### src/rtl/dino_score_pkg.sv
`default_nettype none
// ============================================================================
//  Module   : dino_score_pkg
//  Purpose  : Shared constants and types for the dino runner score keeper.
//             A score is four packed BCD digits, ones digit in [3:0].
//  Revision : 1.0 - initial release
// ============================================================================
package dino_score_pkg;

  localparam int BCD_W        = 4;
  localparam int SCORE_DIGITS = 4;

  typedef logic [BCD_W*SCORE_DIGITS-1:0] bcd_score_t;

  localparam bcd_score_t SCORE_MAX = 16'h9999;

endpackage : dino_score_pkg
`default_nettype wire

### src/rtl/bcd_counter4.sv
`default_nettype none
// ============================================================================
//  Module   : bcd_counter4
//  Purpose  : Four-digit packed BCD incrementer that saturates at 9999.
//  Ports    : clk           - clock, rising edge
//             reset         - asynchronous active-high clear
//             clr           - synchronous clear, wins over inc
//             inc           - add one point (ignored at saturation)
//             q             - current count, packed BCD
//             at_max        - count is 9999
//             hundreds_roll - the next inc lands on a nonzero multiple of 100
//  Revision : 1.0 - initial release
// ============================================================================
module bcd_counter4
  import dino_score_pkg::*;
(
  input  logic       clk,
  input  logic       reset,
  input  logic       clr,
  input  logic       inc,
  output bcd_score_t q,
  output logic       at_max,
  output logic       hundreds_roll
);

  bcd_score_t  q_q;
  bcd_score_t  q_d;
  logic        carry;
  logic [3:0]  digit;

  assign at_max = (q_q == SCORE_MAX);
  // Low two digits at 99 means the next increment carries into the hundreds;
  // the result is then >= 100 and therefore nonzero.
  assign hundreds_roll = (q_q[7:0] == 8'h99) && !at_max;
  assign q = q_q;

  // Ripple the carry from the ones digit upward; a digit passing 9 wraps to 0.
  always_comb begin
    q_d   = q_q;
    carry = inc && !at_max;
    digit = '0;
    for (int i = 0; i < SCORE_DIGITS; i++) begin
      digit = q_q[i*BCD_W +: BCD_W];
      if (carry) begin
        if (digit == 4'd9) begin
          q_d[i*BCD_W +: BCD_W] = 4'd0;
        end else begin
          q_d[i*BCD_W +: BCD_W] = digit + 4'd1;
          carry = 1'b0;
        end
      end
    end
    if (clr) begin
      q_d = '0;
    end
  end

  always_ff @(posedge clk or posedge reset) begin
    if (reset) begin
      q_q <= '0;
    end else begin
      q_q <= q_d;
    end
  end

endmodule : bcd_counter4
`default_nettype wire

### src/rtl/score_tracker.sv
`default_nettype none
// ============================================================================
//  Module   : score_tracker
//  Purpose  : Run score accumulation, high score commit on death, display
//             digit selection and a 100-point milestone pulse.
//  Ports    : clk_100Hz       - 100 Hz game clock
//             reset           - asynchronous active-high, clears everything
//             enable          - game running
//             dead            - hero dead (level)
//             restart         - synchronous new game, keeps the high score
//             show_high_pulse - toggles the display selection
//             cur_score       - current score, packed BCD
//             high_score      - high score, packed BCD
//             disp_d0..d3     - selected score digits, d0 = ones
//             show_high       - display selection (1 = high score)
//             new_record      - last death set a new high score
//             milestone       - one-cycle pulse at each nonzero multiple of 100
//  Revision : 1.0 - initial release
// ============================================================================
module score_tracker
  import dino_score_pkg::*;
#(
  parameter int unsigned TICKS_PER_POINT = 10
)(
  input  logic        clk_100Hz,
  input  logic        reset,
  input  logic        enable,
  input  logic        dead,
  input  logic        restart,
  input  logic        show_high_pulse,
  output logic [15:0] cur_score,
  output logic [15:0] high_score,
  output logic [3:0]  disp_d0,
  output logic [3:0]  disp_d1,
  output logic [3:0]  disp_d2,
  output logic [3:0]  disp_d3,
  output logic        show_high,
  output logic        new_record,
  output logic        milestone
);

  localparam logic [7:0] TICK_LAST = 8'(TICKS_PER_POINT - 1);

  logic [7:0]  tick_cnt_q, tick_cnt_d;
  logic        dead_q, dead_d;
  bcd_score_t  high_score_q, high_score_d;
  logic        show_high_q, show_high_d;
  logic        new_record_q, new_record_d;
  logic        milestone_q, milestone_d;

  logic        run;
  logic        inc;
  logic        cnt_inc;
  logic        dead_rise;
  logic        at_max;
  logic        hundreds_roll;
  bcd_score_t  score;
  bcd_score_t  disp;

  assign run       = enable && !dead;
  assign inc       = run && (tick_cnt_q == TICK_LAST);
  // restart beats a coincident point increment
  assign cnt_inc   = inc && !restart && !at_max;
  assign dead_rise = dead && !dead_q;

  bcd_counter4 u_counter (
    .clk           (clk_100Hz),
    .reset         (reset),
    .clr           (restart),
    .inc           (cnt_inc),
    .q             (score),
    .at_max        (at_max),
    .hundreds_roll (hundreds_roll)
  );

  always_comb begin
    tick_cnt_d   = tick_cnt_q;
    dead_d       = dead;
    high_score_d = high_score_q;
    new_record_d = new_record_q;
    show_high_d  = show_high_q ^ show_high_pulse;
    milestone_d  = cnt_inc && hundreds_roll;

    // Prescaler holds while paused so partial progress survives a pause.
    if (restart) begin
      tick_cnt_d = '0;
    end else if (run) begin
      tick_cnt_d = (tick_cnt_q == TICK_LAST) ? 8'd0 : tick_cnt_q + 8'd1;
    end

    // Compare against the pre-clear score so a death coinciding with
    // restart still commits the score that was just earned.
    if (dead_rise) begin
      if (score > high_score_q) begin
        high_score_d = score;
        new_record_d = 1'b1;
      end else begin
        new_record_d = 1'b0;
      end
    end

    if (restart) begin
      new_record_d = 1'b0;
    end
  end

  always_ff @(posedge clk_100Hz or posedge reset) begin
    if (reset) begin
      tick_cnt_q   <= '0;
      dead_q       <= 1'b0;
      high_score_q <= '0;
      show_high_q  <= 1'b0;
      new_record_q <= 1'b0;
      milestone_q  <= 1'b0;
    end else begin
      tick_cnt_q   <= tick_cnt_d;
      dead_q       <= dead_d;
      high_score_q <= high_score_d;
      show_high_q  <= show_high_d;
      new_record_q <= new_record_d;
      milestone_q  <= milestone_d;
    end
  end

  assign disp       = show_high_q ? high_score_q : score;
  assign cur_score  = score;
  assign high_score = high_score_q;
  assign show_high  = show_high_q;
  assign new_record = new_record_q;
  assign milestone  = milestone_q;
  assign disp_d0    = disp[3:0];
  assign disp_d1    = disp[7:4];
  assign disp_d2    = disp[11:8];
  assign disp_d3    = disp[15:12];

endmodule : score_tracker
`default_nettype wire

### config.mk
export PLATFORM = sky130hd
export DESIGN_NAME = score_tracker
export DESIGN_NICKNAME = d
export VERILOG_FILES = /design/src/rtl/dino_score_pkg.sv /design/src/rtl/bcd_counter4.sv /design/src/rtl/score_tracker.sv
export SDC_FILE = /design/constraint.sdc
export NUM_CORES = 1
export LEC_CHECK = 0
export BUFFER_PORTS_ARGS = -buffer_cell sky130_fd_sc_hd__buf_2
export CAP_MARGIN = 15
export CELL_PAD_IN_SITES_DETAIL_PLACEMENT = 1
export CELL_PAD_IN_SITES_GLOBAL_PLACEMENT = 2
export CORE_MARGIN = 3
export CORE_UTILIZATION = 31
export DETAILED_ROUTE_END_ITERATION = 10
export GPL_TIMING_DRIVEN = 1
export PLACE_DENSITY_LB_ADDON = 0.1
export SLEW_MARGIN = 40
export SYNTH_ARGS = -nofsm -noshare
export SYNTH_HDL_FRONTEND = slang
export SYNTH_SLANG_ARGS = --single-unit
### constraint.sdc
create_clock -name clk_100Hz -period 2 [get_ports clk_100Hz]
set_input_delay 0.4 -clock clk_100Hz [delete_from_list [all_inputs] [get_ports clk_100Hz]]
set_output_delay 0.4 -clock clk_100Hz [all_outputs]
set_load 0.03 [all_outputs]
==> results of run 1 <==
==> layer usage <==
metal	vias up	wire, um	track usage [%]	share of wire [%]
li1	1479	-	-	-
met1	1491	5060	25.7	48
met2	40	5110	31.4	48
met3	8	309	2.57	2.9
met4	0	76	4.72	0.72
met5	-	0	0	0
==> cells by family after synthesis <==
group | Yosys count
compound gates | 94
xor+xnor | 7
fa+ha+maj | 26
buf+inv | 52
flops | 44
mux | 3
simple gates | 118
==> critical path, stage by stage (launching register included) <==
cell	delay [ps]
dfrtp_2	440
inv_2	90
ha_4	220
a21oi_1	160
o21ai_1	130
buf_4	230
nor4_1	410
a32oi_2	180
o31ai_2	80
==> flip-flops by register name, indices dropped and copies added (netlist names) <==
| register | flops |
|---|---|
| high_score | 16 |
| u_counter.q | 16 |
| tick_cnt_q | 8 |
| dead_q | 1 |
| milestone | 1 |
| new_record | 1 |
| show_high | 1 |
==> cell type report <==
type / count / area (um^2)
sequential: 44 / 1130
clock buffer: 6 / 72.6
fill: 1125 / 4990
clock inverter: 2 / 12.5
timing repair buffer: 122 / 880
tap: 129 / 161
inverter: 36 / 135
multi-input combinational: 248 / 2080
==> timing repair <==
item / CTS / global route
gates resized for setup: 9 / 41
gates cloned: 1 / 0
setup endpoints to repair: 15 / 23
pin swaps: 5 / 10
setup buffers: 6 / 12
hold buffers: 0 / 0
==> per-stage QoR <==
stage	util [%]	area, um^2	TNS, ps
CTS	44.1	4170	-92.1
detailed placement	41.9	3960	-38.0
finish	47.2	4470	-4.02
floorplan	-	3230	-863
global placement	41.9	3960	-6.56
global route	47.2	4470	-1010
==> cells in the final DEF, fill, tap and decap left out, types with 7 or more instances in the layout <==
master   netlist  routed
a21oi_1       16      16
a32oi_1       16       9
a32oi_2        0       7
buf_2          0      56
buf_4          0      53
buf_6          4       7
dfrtp_1       44      21
dfrtp_2        0      23
ha_1          26      15
ha_4           0      11
inv_1         36      25
inv_2          0      11
nand2_1       34      33
nand3_1        8       8
nor2_1        18      18
nor4_1        16      13
o21ai_0       31      31
o31ai_2        1      17
==> power breakdown <==
group / switching, mW / total (mW) / leakage (nW) / internal, mW
clock: 0.335 / 0.580 / 0.0412 / 0.245
combinational: 0.660 / 0.895 / 1.43 / 0.235
sequential: 0.00423 / 0.906 / 0.501 / 0.902
==> worst max-delay path by stage <==
stage               startpoint               to  slack, ps  cells after the start
2_1_floorplan   u_counter.q[4]   high_score[12]        -90                      8
3_3_place_gp   u_counter.q[13]  u_counter.q[15]         -7                      7
3_5_place_dp    u_counter.q[5]   high_score[14]        -20                      7
4_1_cts        u_counter.q[13]    high_score[5]        -20                      7
5_1_grt         high_score[13]   high_score[12]       -110                      8
6_report        high_score[13]   high_score[12]         -4                      8
==> flow_metrics.py, run 1 <==
metrics = {
    "global_route": {
        "grt_pass1_wl_um": 16800,
        "first_global_vias": 3183,
        "grt_usage_pct": 18.8,
        "grt_max_degree": 35,
        "antenna_found_initial": 0,
        "grt_overflow": 0,
    },
    "route": {
        "routed_wl_um": 10600,
        "drc": 0,
        "viasPerCell": 5.14,
        "drt-initial-drc-count": 71,
        "vias": 3018,
        "postRouteAntennaNets": 0,
        "wl_per_cell_um": 18.0,
        "dr.pass1.iters": 4,
    },
    "clocking": {
        "clk_latency_ps": 300,
        "htree_num_levels": 2,
        "cts_sinks": 44,
        "clkTransAtPathRegs_ps": 90,
        "root_buffer": "clkbuf_8",
        "cts_made_buffers": 5,
        "cts_tree": "done",
        "clockBufferDepth": 2,
    },
    "placement": {
        "port_buffers": 56,
        "dpl.hpwl_um": 7730,
        "gp_congestion": 0.832,
        "place_ws_ps": -18.3,
        "dp.cells": 560,
    },
    "yosys": {
        "synth_cells": 344,
        "synthTopCellsByArea": "dfrtp_1 (36%), ha_1 (11%), o21ai_0 (5.0%)",
        "synth_common_cells": "dfrtp_1 (44), inv_1 (36), nand2_1 (34), o21ai_0 (31), ha_1 (26)",
        "synthDistinctLibCells": 48,
        "synthFlopType": "dfrtp_1",
        "synth-simple-area-share_pct": 22.8,
        "synth_edf_count": 0,
        "yosysTopAreaCell": "dfrtp_1",
        "synth-compound-area-share_pct": 20.4,
        "synth_area_mm2": 0.00308,
        "yosysMostFrequentCell": "dfrtp_1",
        "synth_fa_ha_area_share_pct": 10.5,
        "synth_nets": 376,
        "synth_top_family_by_area": "simple AND/OR/NAND/NOR gates",
        "syn_area_per_cell_um2": 8.97,
        "synth.top_cell.area_share_pct": 35.7,
        "synth_xor_area_share_pct": 1.99,
        "yosys_warnings": 0,
        "synth_mux_area_share_pct": 0.974,
        "synth_seq_area_share_pct": 35.7,
        "async_flop_share_pct": 100,
        "synth_seq_cells": 44,
    },
    "timing": {
        "worst_slack_ps": -4.02,
        "hold_violations": 0,
        "finalMaxSlewViolations": 0,
        "setup_viol": 1,
        "fin_skew_ps": 11.2,
        "max_slew_margin_pct": 73.6,
        "rsz0062_at_grt": "true",
        "post-route-min-period_ps": 2000,
        "whs_ps": 61.4,
        "worst_pin_slew_ps": 392,
        "finalCritPeriodShare_pct": 100,
        "fmax_mhz": 499,
    },
    "status": {
        "violations": "setup timing",
        "outcome": "complete, but fails checks",
    },
    "worst_hold_path": {
        "hp-class": "in -> async",
    },
    "power_and_ir_drop": {
        "ir_drop_uv": 436,
        "power_density_mw_per_mm2": 533,
        "p_leak_nw": 1.97,
        "power_mw": 2.38,
    },
    "cells_and_area": {
        "num_antenna_cells": 0,
        "final_cells": 587,
        "syn2layout_area_growth_pct": 44.8,
        "finalNetCount": 489,
        "layout-drive-gt1-share_pct": 49.3,
    },
    "worst_setup_path": {
        "cp-start-kind": "flop",
        "path_max_fanout": 16,
        "r2r_start": "high_score[13]",
        "reg2reg_slack_ps": -4,
        "end_kind": "flop",
        "r2r-end": "high_score[12]",
        "reg2reg_depth": 8,
        "crit_type": "reg -> reg",
        "cp.arrival_ps": 2220,
        "cp.required_ps": 2210,
    },
    "job": {
        "max_cap_viol_count": 0,
    },
    "floorplanning": {
        "boundaryPins": 57,
        "start_util_pct": 32.6,
        "die_h_um": 106,
        "coreArea_mm2": 0.00946,
        "row_count": 35,
        "die_x_um": 106,
        "die-area_mm2": 0.0112,
    },
}
Note: power is estimated with default switching activity, not from simulation.
==> run 2: changes to the inputs <==
- ABC_CLOCK_PERIOD_IN_PS: default -> 2000
- GPL_TIMING_DRIVEN: 1 -> 0
==> run 2 against run 1 <==
  * The run still ends with setup timing left
  * Core utilization grew 5.9 points
  * Routed wire length increased by 15%
  * Register-to-register slack worse by 160 ps
  * Largest power group is now combinational logic
==> flow_metrics.py, run 2 (synthesized netlist as in run 1, its figures left out) <==
metrics = {
    "floorplanning": {
        "coreArea_mm2": 0.00946,
        "die_x_um": 106,
        "row_count": 35,
        "boundaryPins": 57,
        "start_util_pct": 32.6,
        "die-area_mm2": 0.0112,
        "die_h_um": 106,
    },
    "timing": {
        "fmax_mhz": 463,
        "worst_pin_slew_ps": 724,
        "finalMaxSlewViolations": 0,
        "post-route-min-period_ps": 2160,
        "max_slew_margin_pct": 51.7,
        "rsz0062_at_grt": "true",
        "finalCritPeriodShare_pct": 108,
        "worst_slack_ps": -161,
        "hold_violations": 0,
        "setup_viol": 21,
        "whs_ps": 257,
        "fin_skew_ps": 5.08,
    },
    "placement": {
        "gp_congestion": 0.802,
        "port_buffers": 55,
        "dpl.hpwl_um": 7640,
    },
    "cells_and_area": {
        "finalNetCount": 501,
        "layout-drive-gt1-share_pct": 56.4,
        "num_antenna_cells": 0,
        "most-common-layout-cells": "buf_2 (55), buf_4 (51), nand2_1 (31)",
        "layout_commonest_cell": "buf_2",
        "utilization_pct": 53.1,
        "syn2layout_area_growth_pct": 62.9,
    },
    "worst_setup_path": {
        "reg2reg_depth": 9,
        "path_max_fanout": 5,
        "end_kind": "flop",
        "cp.required_ps": 2230,
        "cp.arrival_ps": 2390,
        "cp-start-kind": "flop",
        "crit_type": "reg -> reg",
    },
    "power_and_ir_drop": {
        "power_density_mw_per_mm2": 528,
        "p_leak_nw": 2.15,
        "ir_drop_uv": 422,
    },
    "clocking": {
        "root_buffer": "clkbuf_8",
        "cts_made_buffers": 5,
        "clk_latency_ps": 320,
        "cts_sinks": 44,
        "htree_num_levels": 2,
        "clockBufferDepth": 2,
        "cts_tree": "done",
        "clkTransAtPathRegs_ps": 100,
    },
    "global_route": {
        "grt_pass1_wl_um": 17700,
        "grt_max_degree": 37,
        "use_met1_pct": 26.9,
        "use_met2_pct": 34.1,
        "grt_overflow": 0,
        "antenna_found_initial": 0,
        "grt_usage_pct": 20.0,
        "gr-usage-met3_pct": 2.51,
        "first_global_vias": 3198,
        "busiest_layer": "met2",
    },
    "status": {
        "outcome": "complete, but fails checks",
        "violations": "setup timing",
    },
    "worst_hold_path": {
        "hold_depth": 1,
        "hp-class": "in -> reg",
    },
    "route": {
        "dr.pass1.iters": 4,
        "viasPerCell": 5.32,
        "drt-initial-drc-count": 108,
        "vias": 3189,
        "routed_wl_um": 12100,
        "wl_per_cell_um": 20.2,
        "drc": 0,
        "postRouteAntennaNets": 0,
    },
    "job": {
        "max_cap_viol_count": 0,
    },
}
-- run 2: cell types whose count changed in the layout (fill, tap and decap cells not counted), sizes merged --
cell and delta:
bufinv +1, inv +1, clkinv -1, clkbuf +6
buf +4, dlygate4sd3 +1
-- run 2: power breakdown --
| group | internal [mW] | switching [mW] | leakage [nW] | total, mW |
|---|---|---|---|---|
| registers | 0.902 | 0.0255 | 0.501 | 0.928 |
| clock network | 0.378 | 0.381 | 0.0548 | 0.758 |
| logic | 0.254 | 0.711 | 1.60 | 0.965 |
-- run 2: final cells by class --
| cell class | count | area [um^2] |
|---|---|---|
| clock buffer | 5 | 68.8 |
| sequential | 44 | 1130 |
| fill | 1063 | 4430 |
| clock inverter | 3 | 46.3 |
| tap | 129 | 161 |
| buffer | 15 | 179 |
| inverter | 36 | 153 |
| timing repair buffer | 119 | 850 |
| multi-input combinational | 248 | 2440 |
-- run 2: what timing repair did --
item	CTS	global route
setup buffers	21	41
gates cloned	1	0
endpoints found under the hold margin	8	0
resized for setup	59	88
hold buffers	1	0
setup endpoints to repair	44	42
pin swaps	16	31
-- run 2: final timing paths --
check / start / to / slack (ps)
worst max-delay path: u_counter.q[13] / high_score[12] / -160
worst min-delay path: dead / dead_q / 260
worst max register to register: u_counter.q[13] / high_score[12] / -160
worst min register to register: tick_cnt_q[3] / tick_cnt_q[3] / 540
max in group asynchronous: reset / u_counter.q[8] / 1040
min in group asynchronous: reset / high_score[9] / 520
-- run 2: layer usage --
layer,up-vias,part of all wire (%)
li1,1516,-
met1,1609,44
met2,47,52
met3,17,2.1
met4,0,2.2
met5,-,0
-- run 2: worst max-delay path: stages, from the launching register on --
cell     delay, ps
dfrtp_2        460
ha_4           300
nand4_4        130
buf_12         160
nor3_4         260
buf_6          150
nor3_4          30
and3_4         240
buf_12         160
o31ai_4        170
-- run 2: through the flow --
step | power (mW) | setup TNS [ps] | setup slack [ps] | std cells | area, um^2
finish | 2.65 | -2580 | -161 | 599 | 5020
global route | 2.79 | -4530 | -238 | 599 | 5020
CTS | 2.64 | -2490 | -155 | 559 | 4270
detailed placement | 1.87 | -7400 | -424 | 529 | 3690
global placement | 1.85 | -24250 | -496 | 528 | 3670
floorplan | 1.55 | -863 | -89.6 | 344 | 3230
==> run 3: changes to the inputs <==
- CORE_UTILIZATION: 31 -> 25
- MAX_ROUTING_LAYER: default -> met4
==> run 3 against run 2 <==
  * The flow still finishes with violations (setup timing)
  * Combinational power about the same
  * Critical path depth decreased by 1
  * Global-route usage down 1.4 points
  * Clock skew rose by 3.0 ps
  * Non-clock buffer count fell by 27
  * Clock power up 35%
  * Power is 9.6% higher
  * Maximum frequency is 2.9% lower
  * Setup slack lost 64 ps
  * Routed wire length decreased by 2.2%
  * Sequential power fell by 0.4%
==> flow_metrics.py, run 3 (synthesized netlist as in run 1, its figures left out) <==
metrics = {
    "status": {
        "outcome": "complete, but fails checks",
        "violations": "setup timing",
    },
    "global_route": {
        "first_global_vias": 3209,
        "antenna_found_initial": 0,
        "grt_usage_pct": 18.6,
        "busiest_layer": "met2",
        "grt_max_degree": 30,
        "grt_overflow": 0,
        "grt_pass1_wl_um": 18700,
        "use_met2_pct": 29.2,
        "use_met1_pct": 25.4,
        "gr-usage-met3_pct": 2.47,
    },
    "timing": {
        "finalCritPeriodShare_pct": 111,
        "worst_pin_slew_ps": 760,
        "post-route-min-period_ps": 2220,
        "rsz0062_at_grt": "true",
        "setup_viol": 20,
        "worst_slack_ps": -224,
        "fin_skew_ps": 8.05,
        "finalMaxSlewViolations": 0,
        "fmax_mhz": 450,
        "hold_violations": 0,
        "whs_ps": 38.9,
        "max_slew_margin_pct": 49.3,
    },
    "clocking": {
        "cts_sinks": 44,
        "cts_made_buffers": 5,
        "cts-hold-fix-buffers": 0,
        "cts_tree": "done",
        "clockBufferDepth": 2,
        "clk_latency_ps": 290,
        "htree_num_levels": 2,
        "root_buffer": "clkbuf_16",
        "clkTransAtPathRegs_ps": 70,
    },
    "power_and_ir_drop": {
        "p_leak_nw": 2.02,
        "ir_drop_uv": 403,
        "power_density_mw_per_mm2": 633,
    },
    "cells_and_area": {
        "num_antenna_cells": 0,
        "syn2layout_area_growth_pct": 48.8,
        "layout-drive-gt1-share_pct": 47.4,
        "most-common-layout-cells": "buf_2 (57), nand2_1 (32), buf_4 (32)",
        "utilization_pct": 39.2,
        "final_cells": 586,
        "layout_commonest_cell": "buf_2",
        "finalNetCount": 474,
    },
    "route": {
        "drc": 0,
        "postRouteAntennaNets": 0,
        "wl_per_cell_um": 20.2,
        "dr.pass1.iters": 4,
        "viasPerCell": 5.14,
        "routed_wl_um": 11800,
        "drt-initial-drc-count": 92,
        "vias": 3013,
    },
    "worst_setup_path": {
        "cp.arrival_ps": 2400,
        "worst-path-buf-inv": 2,
        "path_max_fanout": 5,
        "cp_slowest_cell": "nor4_4",
        "cp_top_family": "simple AND/OR/NAND/NOR gates",
        "crit_type": "reg -> reg",
        "max_stage_delay_ps": 450,
        "cp.required_ps": 2170,
        "cp-start-kind": "flop",
        "end_kind": "flop",
        "cp_cell_sequence": "ha_4 > nand4_4 > nor4_4 > o21ai_4 > buf_6 > clkbuf_16 > a32oi_4 > o31ai_4",
    },
    "floorplanning": {
        "die-area_mm2": 0.0137,
        "coreArea_mm2": 0.0117,
        "boundaryPins": 57,
        "row_count": 39,
        "start_util_pct": 26.3,
        "die_x_um": 117,
        "die_h_um": 117,
    },
    "placement": {
        "gp_congestion": 0.779,
        "dp.cells": 543,
        "dpl.hpwl_um": 8060,
        "port_buffers": 55,
    },
    "job": {
        "max_cap_viol_count": 0,
    },
    "worst_hold_path": {
        "hp-class": "in -> async",
    },
}
==> run 3: cell types whose count changed in the layout (fill, tap and decap cells not counted), moves of 4 or more <==
cell	change
a21oi_2	-5
clkbuf_16	+7
buf_6	-5
o31ai_1	+6
a21oi_1	+5
o31ai_4	-9
a32oi_1	+4
buf_4	-19
==> run 3: timing repair <==
item                       4_1_cts  5_1_grt
setup endpoints to repair       47       39
setup buffers                   30        3
cloned                           2        1
gates resized for setup         65       23
hold endpoints to repair         0        0
pin swaps                       11        2
==> run 3: per-stage QoR <==
stage / setup WS [ps] / power [mW] / setup TNS, ps / instance area, um^2
6_report: -224 / 2.91 / -2770 / 4590
5_1_grt: -350 / 3.07 / -4910 / 4590
4_1_cts: -176 / 2.92 / -2190 / 4450
3_5_place_dp: -500 / 1.88 / -11140 / 3710
3_3_place_gp: -498 / 1.87 / -28650 / 3680
2_1_floorplan: -89.6 / 1.55 / -863 / 3230
==> run 3: power by group <==
group / internal (mW) / total, mW / switching, mW
logic: 0.251 / 0.962 / 0.712
clock network: 0.627 / 1.02 / 0.393
registers: 0.902 / 0.924 / 0.0222
==> run 3: routing by layer <==
metal	part of all wire, %	vias up
li1	-	1457
met1	49	1496
met2	48	46
met3	2.2	14
met4	1.4	0
met5	0	-
==> run 3: worst paths after layout <==
kind / slack [ps] / cells after the start / start / to
worst max register to register: -220 / 8 / u_counter.q[13] / high_score[13]
worst min-delay path: 40 / 2 / reset / high_score[3]
worst min register to register: 530 / 1 / tick_cnt_q[3] / tick_cnt_q[3]
min in group clk_100Hz: 290 / 2 / show_high_pulse / show_high
worst max-delay path: -220 / 8 / u_counter.q[13] / high_score[13]
max in group asynchronous: 1490 / 3 / reset / high_score[11]
==> run 3: cell type report <==
class / count / area (um^2)
fillers: 1345 / 7120
multi-input cells: 248 / 2170
flip-flops and latches: 44 / 1130
repair buffers: 92 / 624
well taps: 143 / 179
plain buffers: 15 / 171
inverters: 36 / 140
clock buffers: 6 / 139
clock inverters: 2 / 38.8
